[src/rtl/sha256_block_ctrl_if.sv]
// Handshake and data bundle between the SHA-256 block controller and the
// block source / round datapath that surround it.
interface sha256_block_ctrl_if;
    logic         start;
    logic         first_block;
    logic         abort;
    logic [255:0] work_in;
    logic         ready;
    logic         load_work;
    logic         round_en;
    logic [5:0]   round_idx;
    logic         w_load;
    logic [255:0] h_state;
    logic         done;

    modport master (
        output start, first_block, abort, work_in,
        input  ready, load_work, round_en, round_idx, w_load, h_state, done
    );

    modport slave (
        input  start, first_block, abort, work_in,
        output ready, load_work, round_en, round_idx, w_load, h_state, done
    );
endinterface

[src/rtl/sha256_block_ctrl.sv]
// SHA-256 per-block sequencer: owns H0..H7, drives load/round strobes and the
// round index, and folds the working variables back into H when a block ends.
module sha256_block_ctrl #(
    parameter int NUM_ROUNDS = 64,
    parameter int MSG_WORDS  = 16
) (
    input  logic               clk,
    input  logic               rst,
    sha256_block_ctrl_if.slave bus
);

    localparam logic [255:0] IV = {
        32'h6a09e667, 32'hbb67ae85, 32'h3c6ef372, 32'ha54ff53a,
        32'h510e527f, 32'h9b05688c, 32'h1f83d9ab, 32'h5be0cd19
    };
    localparam logic [5:0] LAST_IDX = 6'(NUM_ROUNDS - 1);
    localparam logic       W_LOAD_ROUND0 = (MSG_WORDS > 0);

    typedef enum logic [2:0] {
        IDLE,
        INIT,
        LOAD,
        ROUND,
        UPDATE,
        DONE
    } state_t;

    state_t       state_reg;
    logic [255:0] h_reg;
    logic [255:0] h_sum;
    logic [5:0]   round_idx_reg;
    logic         first_block_reg;
    logic         ready_reg;
    logic         load_work_reg;
    logic         round_en_reg;
    logic         w_load_reg;
    logic         done_reg;

    logic [6:0]   idx_inc;
    logic         w_load_next;

    assign idx_inc     = {1'b0, round_idx_reg} + 7'd1;
    assign w_load_next = (idx_inc < 7'(MSG_WORDS));

    // Eight independent 32-bit adders: no carry crosses a word boundary.
    generate
        for (genvar gi = 0; gi < 8; gi++) begin : g_fold
            assign h_sum[255 - 32*gi -: 32] = h_reg[255 - 32*gi -: 32]
                                            + bus.work_in[255 - 32*gi -: 32];
        end
    endgenerate

    // Strobes default low each cycle and are re-asserted only for the state being entered.
    always_ff @(posedge clk) begin
        if (rst) begin
            state_reg       <= IDLE;
            h_reg           <= IV;
            round_idx_reg   <= '0;
            first_block_reg <= 1'b0;
            ready_reg       <= 1'b1;
            load_work_reg   <= 1'b0;
            round_en_reg    <= 1'b0;
            w_load_reg      <= 1'b0;
            done_reg        <= 1'b0;
        end else begin
            ready_reg     <= 1'b0;
            load_work_reg <= 1'b0;
            round_en_reg  <= 1'b0;
            w_load_reg    <= 1'b0;
            done_reg      <= 1'b0;

            case (state_reg)
                IDLE: begin
                    if (bus.start) begin
                        state_reg       <= INIT;
                        first_block_reg <= bus.first_block;
                    end else begin
                        ready_reg <= 1'b1;
                    end
                end

                INIT: begin
                    if (bus.abort) begin
                        state_reg <= IDLE;
                        ready_reg <= 1'b1;
                    end else begin
                        if (first_block_reg) begin
                            h_reg <= IV;
                        end
                        state_reg     <= LOAD;
                        load_work_reg <= 1'b1;
                    end
                end

                LOAD: begin
                    round_idx_reg <= '0;
                    if (bus.abort) begin
                        state_reg <= IDLE;
                        ready_reg <= 1'b1;
                    end else begin
                        state_reg    <= ROUND;
                        round_en_reg <= 1'b1;
                        w_load_reg   <= W_LOAD_ROUND0;
                    end
                end

                ROUND: begin
                    if (bus.abort) begin
                        state_reg     <= IDLE;
                        round_idx_reg <= '0;
                        ready_reg     <= 1'b1;
                    end else if (round_idx_reg == LAST_IDX) begin
                        state_reg     <= UPDATE;
                        round_idx_reg <= '0;
                    end else begin
                        round_idx_reg <= idx_inc[5:0];
                        round_en_reg  <= 1'b1;
                        w_load_reg    <= w_load_next;
                    end
                end

                UPDATE: begin
                    if (bus.abort) begin
                        state_reg <= IDLE;
                        ready_reg <= 1'b1;
                    end else begin
                        h_reg     <= h_sum;
                        state_reg <= DONE;
                        done_reg  <= 1'b1;
                    end
                end

                DONE: begin
                    // abort is deliberately ignored here so the digest pulse always completes
                    state_reg <= IDLE;
                    ready_reg <= 1'b1;
                end

                default: begin
                    state_reg     <= IDLE;
                    round_idx_reg <= '0;
                    ready_reg     <= 1'b1;
                end
            endcase
        end
    end

    always_ff @(posedge clk) begin
        if (!rst) begin
            assert (round_idx_reg <= LAST_IDX);
            assert (!(round_en_reg && load_work_reg));
        end
    end

    assign bus.ready     = ready_reg;
    assign bus.load_work = load_work_reg;
    assign bus.round_en  = round_en_reg;
    assign bus.round_idx = round_idx_reg;
    assign bus.w_load    = w_load_reg;
    assign bus.h_state   = h_reg;
    assign bus.done      = done_reg;

endmodule

[src/flat_wrapper.sv]
// flat-port wrapper written by rule: the top's interface ports become plain ports
module sha256_block_ctrl_flat 
#(
    parameter int NUM_ROUNDS = 64,
    parameter int MSG_WORDS  = 16
)
  (clk, rst, bus_start, bus_first_block, bus_abort, bus_work_in, bus_ready, bus_load_work, bus_round_en, bus_round_idx, bus_w_load, bus_h_state, bus_done);
  sha256_block_ctrl_if bus_i ();
  input  logic clk;
  input  logic rst;
  input wire logic [$bits(bus_i.start)-1:0] bus_start;
  input wire logic [$bits(bus_i.first_block)-1:0] bus_first_block;
  input wire logic [$bits(bus_i.abort)-1:0] bus_abort;
  input wire logic [$bits(bus_i.work_in)-1:0] bus_work_in;
  output wire logic [$bits(bus_i.ready)-1:0] bus_ready;
  output wire logic [$bits(bus_i.load_work)-1:0] bus_load_work;
  output wire logic [$bits(bus_i.round_en)-1:0] bus_round_en;
  output wire logic [$bits(bus_i.round_idx)-1:0] bus_round_idx;
  output wire logic [$bits(bus_i.w_load)-1:0] bus_w_load;
  output wire logic [$bits(bus_i.h_state)-1:0] bus_h_state;
  output wire logic [$bits(bus_i.done)-1:0] bus_done;
  assign bus_i.start = bus_start;
  assign bus_i.first_block = bus_first_block;
  assign bus_i.abort = bus_abort;
  assign bus_i.work_in = bus_work_in;
  assign bus_ready = bus_i.ready;
  assign bus_load_work = bus_i.load_work;
  assign bus_round_en = bus_i.round_en;
  assign bus_round_idx = bus_i.round_idx;
  assign bus_w_load = bus_i.w_load;
  assign bus_h_state = bus_i.h_state;
  assign bus_done = bus_i.done;
  sha256_block_ctrl #(.NUM_ROUNDS(NUM_ROUNDS), .MSG_WORDS(MSG_WORDS)) u_core (.clk(clk), .rst(rst), .bus(bus_i));
endmodule
[config.mk]
export PLATFORM = sky130hd
export DESIGN_NAME = sha256_block_ctrl_flat
export DESIGN_NICKNAME = d
export VERILOG_FILES = /design/src/rtl/sha256_block_ctrl_if.sv /design/src/rtl/sha256_block_ctrl.sv /design/src/flat_wrapper.sv
export SDC_FILE = /design/constraint.sdc
export NUM_CORES = 1
export LEC_CHECK = 0
export BUFFER_PORTS_ARGS = -buffer_cell sky130_fd_sc_hd__buf_4
export CAP_MARGIN = 25
export CORE_AREA = 4 4 202 204
export DETAILED_ROUTE_END_ITERATION = 8
export DIE_AREA = 0 0 206 208
export PLACE_DENSITY = 0.79
export SLEW_MARGIN = 15
export SYNTH_ARGS = -nofsm -noshare
export SYNTH_HDL_FRONTEND = slang
export SYNTH_SLANG_ARGS = --single-unit
[constraint.sdc]
create_clock -name clk -period 8 [get_ports clk]
set_input_delay 1.2 -clock clk [delete_from_list [all_inputs] [get_ports clk]]
set_output_delay 1.2 -clock clk [all_outputs]
set_load 0.02 [all_outputs]
======== Word-level counts from Yosys, hierarchy flattened ========
Cells that the tools add are included.
word-level totals
  register bits after elaboration ......... 271
  latch bits .............................. 0
  RAM bits ................................ 0
  memory bits (read-only) ................. 0
  input port bits ......................... 261
  output and inout bits ................... 267
  memories kept ........................... 0
cells by class
  add/subtract/negate cells ............... 9
  multiply operators ...................... 0
  divide/modulo/power cells ............... 0
  order comparisons ....................... 1
  equal/unequal tests ..................... 11
  shifts and indexed selects .............. 0
  muxes and demuxes ....................... 24
  bitwise logic cells ..................... 2
  reduce and logical (&&, ||, !) cells .... 9
operators by type and width
  kind                 number
  $mux 256             3
  $pmux 256 s2         1
  $add 32x32->32       8
  $pmux 3 s5           1
  $mux 3               4
  $mux 6               2
  $pmux 6 s2           1
  $reduce_or 4->1      2
  $add 6x1->7 const B  1
  $lt 7x5->1 const B   1
  $mux 1               7
  $eq 3x2->1 const B   2
  $eq 3x3->1 const B   2
  $eq 6x6->1 const B   1
  $ne 2x2->1 const B   3
  $pmux 1 s2           3
  $mux 2               2
  $reduce_and 2->1     2
  $reduce_and 4->1     1
  $reduce_or 2->1      2
  $eq 3x1->1 const B   1
  $logic_not 3->1      1
  $ne 3x2->1 const B   1
  $ne 2x1->1 const B   1
  other kinds (2)      3

======== Depth between registers and ports, before layout ========
Gate-level depths: netlist (run 1).
  depth after elaboration ................. 5
  gate-level depth with buffers ........... 14
  mapped depth without buffers ............ 14

======== Least setup slack after synthesis (run 1) ========
No wires, ideal clock.
  kind .................................... input to register
  start point ............................. input port bus_work_in[160]
  end point ............................... register u_core.h_reg[186] (netlist: u_core.bus.h_state[186])
  arrival time ............................ 3.781 ns
  required time ........................... 7.921 ns
  setup slack ............................. 4.139 ns
  stages .................................. 14
  path buffers ............................ 0
  cells stage by stage .................... ha_1 inv_1 fa_1 nor2b_1 o21ai_1 a21boi_1 o221a_2 o41a_1 a21oi_2 a21oi_1 a31oi_2 o21ai_1 mux2_1 a211oi_2
on the way
  longest elaborated chain between the ends .. 3
ends and longest elaborated chain
  what                  line                      text
  start, declared       flat_wrapper.sv:14        input wire logic [$bits(bus_i.work_in)-1:0] bus_work_in;
  $add 32x32->32        sha256_block_ctrl.sv:49   + bus.work_in[255 - 32*gi -: 32];
  $mux 256              sha256_block_ctrl.sv:123  if (bus.abort) begin
  $pmux 256 s2          sha256_block_ctrl.sv:72   case (state_reg)
  end signal, assigned  sha256_block_ctrl.sv:127  h_reg <= h_sum;
  end, declared         sha256_block_ctrl.sv:29   logic [255:0] h_reg;
Every way passes these cells. The select of a mux whose other input is x is not followed.
A chain may end at the register's enable or synchronous reset.

======== Final worst setup path (run 1) ========
Ends and elaborated chain as after synthesis.

==> impl_metrics.json, run 1 <==
{
  "status": "finished clean",
  "worstReg2RegEnd": "u_core.bus.h_state[186]",
  "clk_latency_ns": 0.54,
  "drt_iter0_drc": 1076,
  "tns_ns": 0,
  "synthFlopType": "dfxtp_1",
  "clk_pin_slew_ns": 0.06,
  "power_mw": 3.78,
  "cts_made_buffers": 34,
  "yosys.area.top_type": "dfxtp_1",
  "power_leakage_nw": 11.8,
  "cts-resized-gates": 0,
  "end_kind": "flop",
  "dp_hpwl_mm": 51.5,
  "maxSlewHeadroom": 0.347,
  "root_buffer": "clkbuf_16",
  "synth_top_cell_area_share": 0.267,
  "grt_pass1_vias": 20179,
  "drc": 0,
  "cts_setup_buffers": 0,
  "dieArea_sq_um": 42800,
  "wl_per_cell_um": 18.7,
  "setup_viol": 0,
  "netlist_instances": 2549,
  "cts_tree": "yes",
  "synth_edf_count": 0,
  "crit_type": "in2reg",
  "clock-sinks": 271,
  "port_buffers": 527,
  "place_inst": 3528,
  "setup_ws_ns": 4.07,
  "slowest_delay_ns": 0.41,
  "place.gp.congestion": 0.973,
  "tightest_slew_ns": 0.980,
  "min_delay_path_depth": 2,
  "die_h_um": 208,
  "chipWidth_um": 206,
  "max-clock-path-buffers": 3,
  "hold_buffers": 0,
  "ant_nets": 0,
  "rr_worst_depth": 14,
  "avgSynthCellArea_sq_um": 7.96,
  "drive_gt1_frac": 0.202,
  "coreArea_sq_um": 39300,
  "initial_core_util": 0.517,
  "h-tree-depth": 2,
  "path_buf_inv": 2,
  "timing.fmax_mhz": 255,
  "grt_overflow": 0,
  "largest_reg_flops": 256,
  "fin_util": 0.661,
  "rsz0062_at_grt": "no",
  "grt_pass1_wl_mm": 105,
  "ys_seq_elements": 271,
  "slew_viol_final": 0,
  "via_per_inst": 5.83,
  "ir_drop_mv": 0.145,
  "syn2layout_area_growth_pct": 27.8,
  "final_hold_viol_count": 0,
  "mappedNetlistNets": 3067,
  "cp_data_arrival_time_ns": 4.39,
  "holdCritPathClass": "reg2reg",
  "async_flop_share": 0,
  "worst_hold_path.endpoint": "u_core.first_block_reg",
  "critPathSlowestCell": "fa_1",
  "final_common_cell": "buf_4",
  "yosysUniqueCellTypes": 79,
  "drv_cap": 0,
  "reg2reg_setup_slack_ns": 4.41,
  "first_pass_iters": 5,
  "antenna_found_initial": 6,
  "via_count": 20943,
  "required_ns": 8.46,
  "post-place-ws_ns": 3.61,
  "r2r-start": "u_core.bus.h_state[160]",
  "io_pins": 528,
  "ys_seq_area_frac": 0.267,
  "skew_ns": 0.0130,
  "final_area_sq_um": 25900,
  "netlist_top_cells_area": "dfxtp_1 27%, ha_1 15%, a21oi_1 7.9%",
  "final_nets": 3557,
  "rows": 73,
  "worstPathCellList": "buf_4 > ha_1 > inv_1 > fa_1 > nor2b_1 > o21ai_1 > a21boi_1 > o221a_2 > o41a_1 > a21oi_2 > a21oi_1 > a31oi_2 > o21ai_1 > mux2_1 > a211oi_2",
  "path_delay_family": "compound AO/OA/AOI/OAI gates",
  "stdcell_count": 3595,
  "worstHoldStart": "u_core.first_block_reg",
  "timing.hold.ws_ns": 0.460,
  "path_max_fanout": 3,
  "ys_warn_count": 0,
  "final_cell_mix": "534 x buf_4, 320 x a21oi_1, 271 x dfxtp_1",
  "crit_top_cell": "o21ai_1",
  "p_per_area_nw_per_um2": 146,
  "grt_usage": 0.296,
  "grt_start_max_net_pins": 78,
  "drt_wl_total_mm": 67.3,
  "startpoint_type": "input pin",
  "syn_area_sq_um": 20300,
  "place_area_sq_um": 24700,
  "period_share": 0.491,
  "layout_min_cycle_time_ns": 3.93
}
synthesized netlist by cell type, drive strengths merged (21+ instances only):
master / n
a211oi: 24
a21o: 128
a21oi: 324
a31oi: 25
and3: 24
clkbuf: 75
dfxtp: 271
ha: 249
inv: 66
nand2: 210
nand2b: 54
nand3: 40
nand4: 21
nor2: 228
nor2b: 43
nor3: 32
o21a: 32
o21ai: 243
o21bai: 28
xnor2: 95
xor2: 113
cell families (layout without fill, tap and decap cells):
kind of cell | after synthesis | count (layout) | synth area share
AOI/OAI and AO/OA | 952 | 952 | 0.289
and+or+nand+nor | 710 | 710 | 0.163
DFF | 271 | 271 | 0.267
adders and majority gates | 257 | 257 | 0.161
xor gates and xnor gates | 208 | 208 | 0.0898
buffers and inverters | 146 | 662 | 0.0271
muxes | 5 | 5 | 0.00253
other | 0 | 5 | 0
worst max path at each step:
| stage | start | endpoint | slack (ns) | cells past startpoint |
|---|---|---|---|---|
| after floorplan | bus_work_in[160] | u_core.bus.h_state[186] | 4.14 | 14 |
| after detailed placement | bus_work_in[160] | u_core.bus.h_state[186] | 3.61 | 15 |
| final | bus_work_in[160] | u_core.bus.h_state[186] | 4.07 | 15 |
| after global placement | bus_work_in[160] | u_core.bus.h_state[186] | 3.77 | 15 |
| after global routing | bus_work_in[160] | u_core.bus.h_state[186] | 3.91 | 15 |
| after CTS | bus_work_in[160] | u_core.bus.h_state[186] | 4.16 | 15 |
metal layers:
metal  wire (um)  vias to the layer above  global-route usage
li1            -                    10270                   -
met1       27500                     9728               0.363
met2       31200                      776               0.494
met3        5390                      167              0.0651
met4        3130                        2               0.136
met5          13                        -                   0
power by group:
group / switching [mW] / internal, mW / total [mW]
registers: 0.00715 / 1.36 / 1.36
clock network: 0.634 / 1.05 / 1.69
logic: 0.389 / 0.337 / 0.725
total: 1.03 / 2.75 / 3.78
worst min-delay path: stages, from the launching register on:
cell     delay (ns)
dfxtp_1        0.31
nand2_1        0.05
a21oi_1        0.05
area by class of cell:
| class | instances | area [sq um] |
|---|---|---|
| inverter | 66 | 250 |
| clock inverter | 13 | 181 |
| multi-input combinational | 2132 | 14300 |
| timing repair buffer | 534 | 4010 |
| tap | 525 | 657 |
| sequential | 271 | 5430 |
| fill | 3386 | 13300 |
| antenna | 5 | 12.5 |
| clock buffer | 49 | 1060 |
(Power assumes the default switching activity.)
==> run 2: changes to the inputs <==
--- a/config.mk
+++ b/config.mk
@@ -7,10 +7,10 @@
 export LEC_CHECK = 0
 export BUFFER_PORTS_ARGS = -buffer_cell sky130_fd_sc_hd__buf_4
 export CAP_MARGIN = 25
-export CORE_AREA = 4 4 202 204
+export CORE_AREA = 4 4 203 205
 export DETAILED_ROUTE_END_ITERATION = 8
-export DIE_AREA = 0 0 206 208
-export PLACE_DENSITY = 0.79
+export DIE_AREA = 0 0 207 209
+export PLACE_DENSITY = 0.78
 export SLEW_MARGIN = 15
 export SYNTH_ARGS = -nofsm -noshare
 export SYNTH_HDL_FRONTEND = slang
==> constraint.sdc (replaced) <==
create_clock -name clk -period 4 [get_ports clk]
set_input_delay 0.6 -clock clk [delete_from_list [all_inputs] [get_ports clk]]
set_output_delay 0.6 -clock clk [all_outputs]
set_load 0.02 [all_outputs]
==> run 2 against run 1 <==
  * Global-route usage about the same
  * First-iteration DRC count is 32% higher
  * Non-clock buffer count rose by 14
  * Combinational power grew 100%
  * Critical path type is now reg2reg
  * Highest routed layer unchanged
==> impl_metrics.json, run 2 (synthesis results as in run 1) <==
{
  "grt_pass1_wl_mm": 107,
  "layout_min_cycle_time_ns": 3.50,
  "setup_viol": 0,
  "reg2reg_setup_slack_ns": 0.50,
  "final_nets": 3573,
  "cts-resized-gates": 0,
  "final_cell_mix": "545 x buf_4, 320 x a21oi_1, 271 x dfxtp_1",
  "final_common_cell": "buf_4",
  "regArea_sq_um": 5430,
  "largest_reg_flops": 256,
  "drv_cap": 0,
  "cts_made_buffers": 36,
  "hold_buffers": 0,
  "grt_usage": 0.296,
  "holdCritPathClass": "in2reg",
  "cp_data_arrival_time_ns": 3.96,
  "worstReg2RegEnd": "u_core.bus.h_state[186]",
  "dieArea_sq_um": 43300,
  "p_per_area_nw_per_um2": 281,
  "slew_viol_final": 0,
  "clock-sinks": 271,
  "path_buf_inv": 1,
  "startpoint_type": "flop",
  "clk_latency_ns": 0.54,
  "timing.hold.ws_ns": 0.298,
  "post-place-ws_ns": 0.246,
  "setup_ws_ns": 0.500,
  "ir_drop_mv": 0.305,
  "min_delay_path_depth": 2,
  "critPathSlowestCell": "fa_1",
  "cts_setup_buffers": 0,
  "antenna_found_initial": 8,
  "die_h_um": 209,
  "crit_type": "reg2reg",
  "syn2layout_area_growth_pct": 27.8,
  "max-clock-path-buffers": 3,
  "port_buffers": 527,
  "h-tree-depth": 2,
  "grt_start_max_net_pins": 72,
  "ant_nets": 0,
  "drt_wl_total_mm": 68.5,
  "initial_core_util": 0.514,
  "r2r-start": "u_core.bus.h_state[160]",
  "place.gp.congestion": 0.980,
  "power_leakage_nw": 11.8,
  "cp_num_cells": 14,
  "via_count": 21041,
  "final_hold_viol_count": 0,
  "worstPathCellList": "ha_1 > inv_1 > fa_1 > nor2b_1 > o21ai_1 > a21boi_1 > o221a_2 > o41a_1 > a21oi_2 > a21oi_1 > a31oi_2 > o21ai_1 > mux2_1 > a211oi_2",
  "clk_pin_slew_ns": 0.06,
  "drc": 0,
  "path_delay_family": "compound AO/OA/AOI/OAI gates",
  "fillers": 3398,
  "cts_tree": "yes",
  "tns_ns": 0,
  "worstHoldStart": "bus_abort",
  "root_buffer": "clkbuf_16",
  "io_pins": 528,
  "skew_ns": 0.0193,
  "chipWidth_um": 207,
  "rows": 73,
  "dp_hpwl_mm": 53.0,
  "wl_per_cell_um": 19.0,
  "crit_top_cell": "o21ai_1",
  "end_kind": "flop",
  "required_ns": 4.46,
  "drt_iter0_drc": 1417,
  "rr_worst_depth": 14,
  "period_share": 0.875,
  "multiInputGateArea_sq_um": 14300,
  "first_pass_iters": 6,
  "grt_overflow": 0,
  "tightest_slew_ns": 0.924,
  "timing.fmax_mhz": 286,
  "grt_pass1_vias": 20296,
  "maxSlewHeadroom": 0.384,
  "via_per_inst": 5.83,
  "coreArea_sq_um": 39500,
  "path_max_fanout": 3,
  "drive_gt1_frac": 0.203,
  "status": "finished clean",
  "slowest_delay_ns": 0.40,
  "rsz0062_at_grt": "no",
  "worst_hold_path.endpoint": "u_core.state_reg[2]"
}
run 2: power breakdown:
group,internal [mW],leakage (nW),switching [mW]
sequential,2.71,2.19,0.0150
combinational,0.684,9.10,0.781
clock,1.83,0.543,1.26
total,5.23,11.8,2.05
run 2: layout make-up:
type | count | area share
repair buffers | 548 | 0.160
multi-input cells | 2132 | 0.553
diodes | 7 | 0.000675
well taps | 525 | 0.0253
inverters | 66 | 0.00965
flip-flops and latches | 271 | 0.209
clock inverters | 5 | 0.000965
clock buffers | 53 | 0.0411
run 2: worst max path at each step:
stage                                  startpoint                       to  slack, ns
final                     u_core.bus.h_state[160]  u_core.bus.h_state[186]       0.50
after global routing      u_core.bus.h_state[160]  u_core.bus.h_state[186]       0.27
after CTS                 u_core.bus.h_state[160]  u_core.bus.h_state[186]       0.55
after detailed placement         bus_work_in[160]  u_core.bus.h_state[186]       0.25
after global placement           bus_work_in[160]  u_core.bus.h_state[186]       0.39
after floorplan                  bus_work_in[160]  u_core.bus.h_state[186]       0.74
run 2: metal layers:
metal / global-route usage / wire (um)
met2: 0.505 / 32300
met5: 0 / 20
met4: 0.126 / 2910
met1: 0.358 / 27900
met3: 0.0692 / 5310
run 2: per-stage QoR:
stage	area [sq um]	instances	util	power, mW
5_1_grt	25900	3607	0.657	7.57
6_report	25900	3607	0.657	7.28
3_5_place_dp	24800	3542	0.629	4.22
3_3_place_gp	24800	3542	0.629	4.20
2_1_floorplan	20300	2549	-	3.75
4_1_cts	25900	3600	0.657	7.32
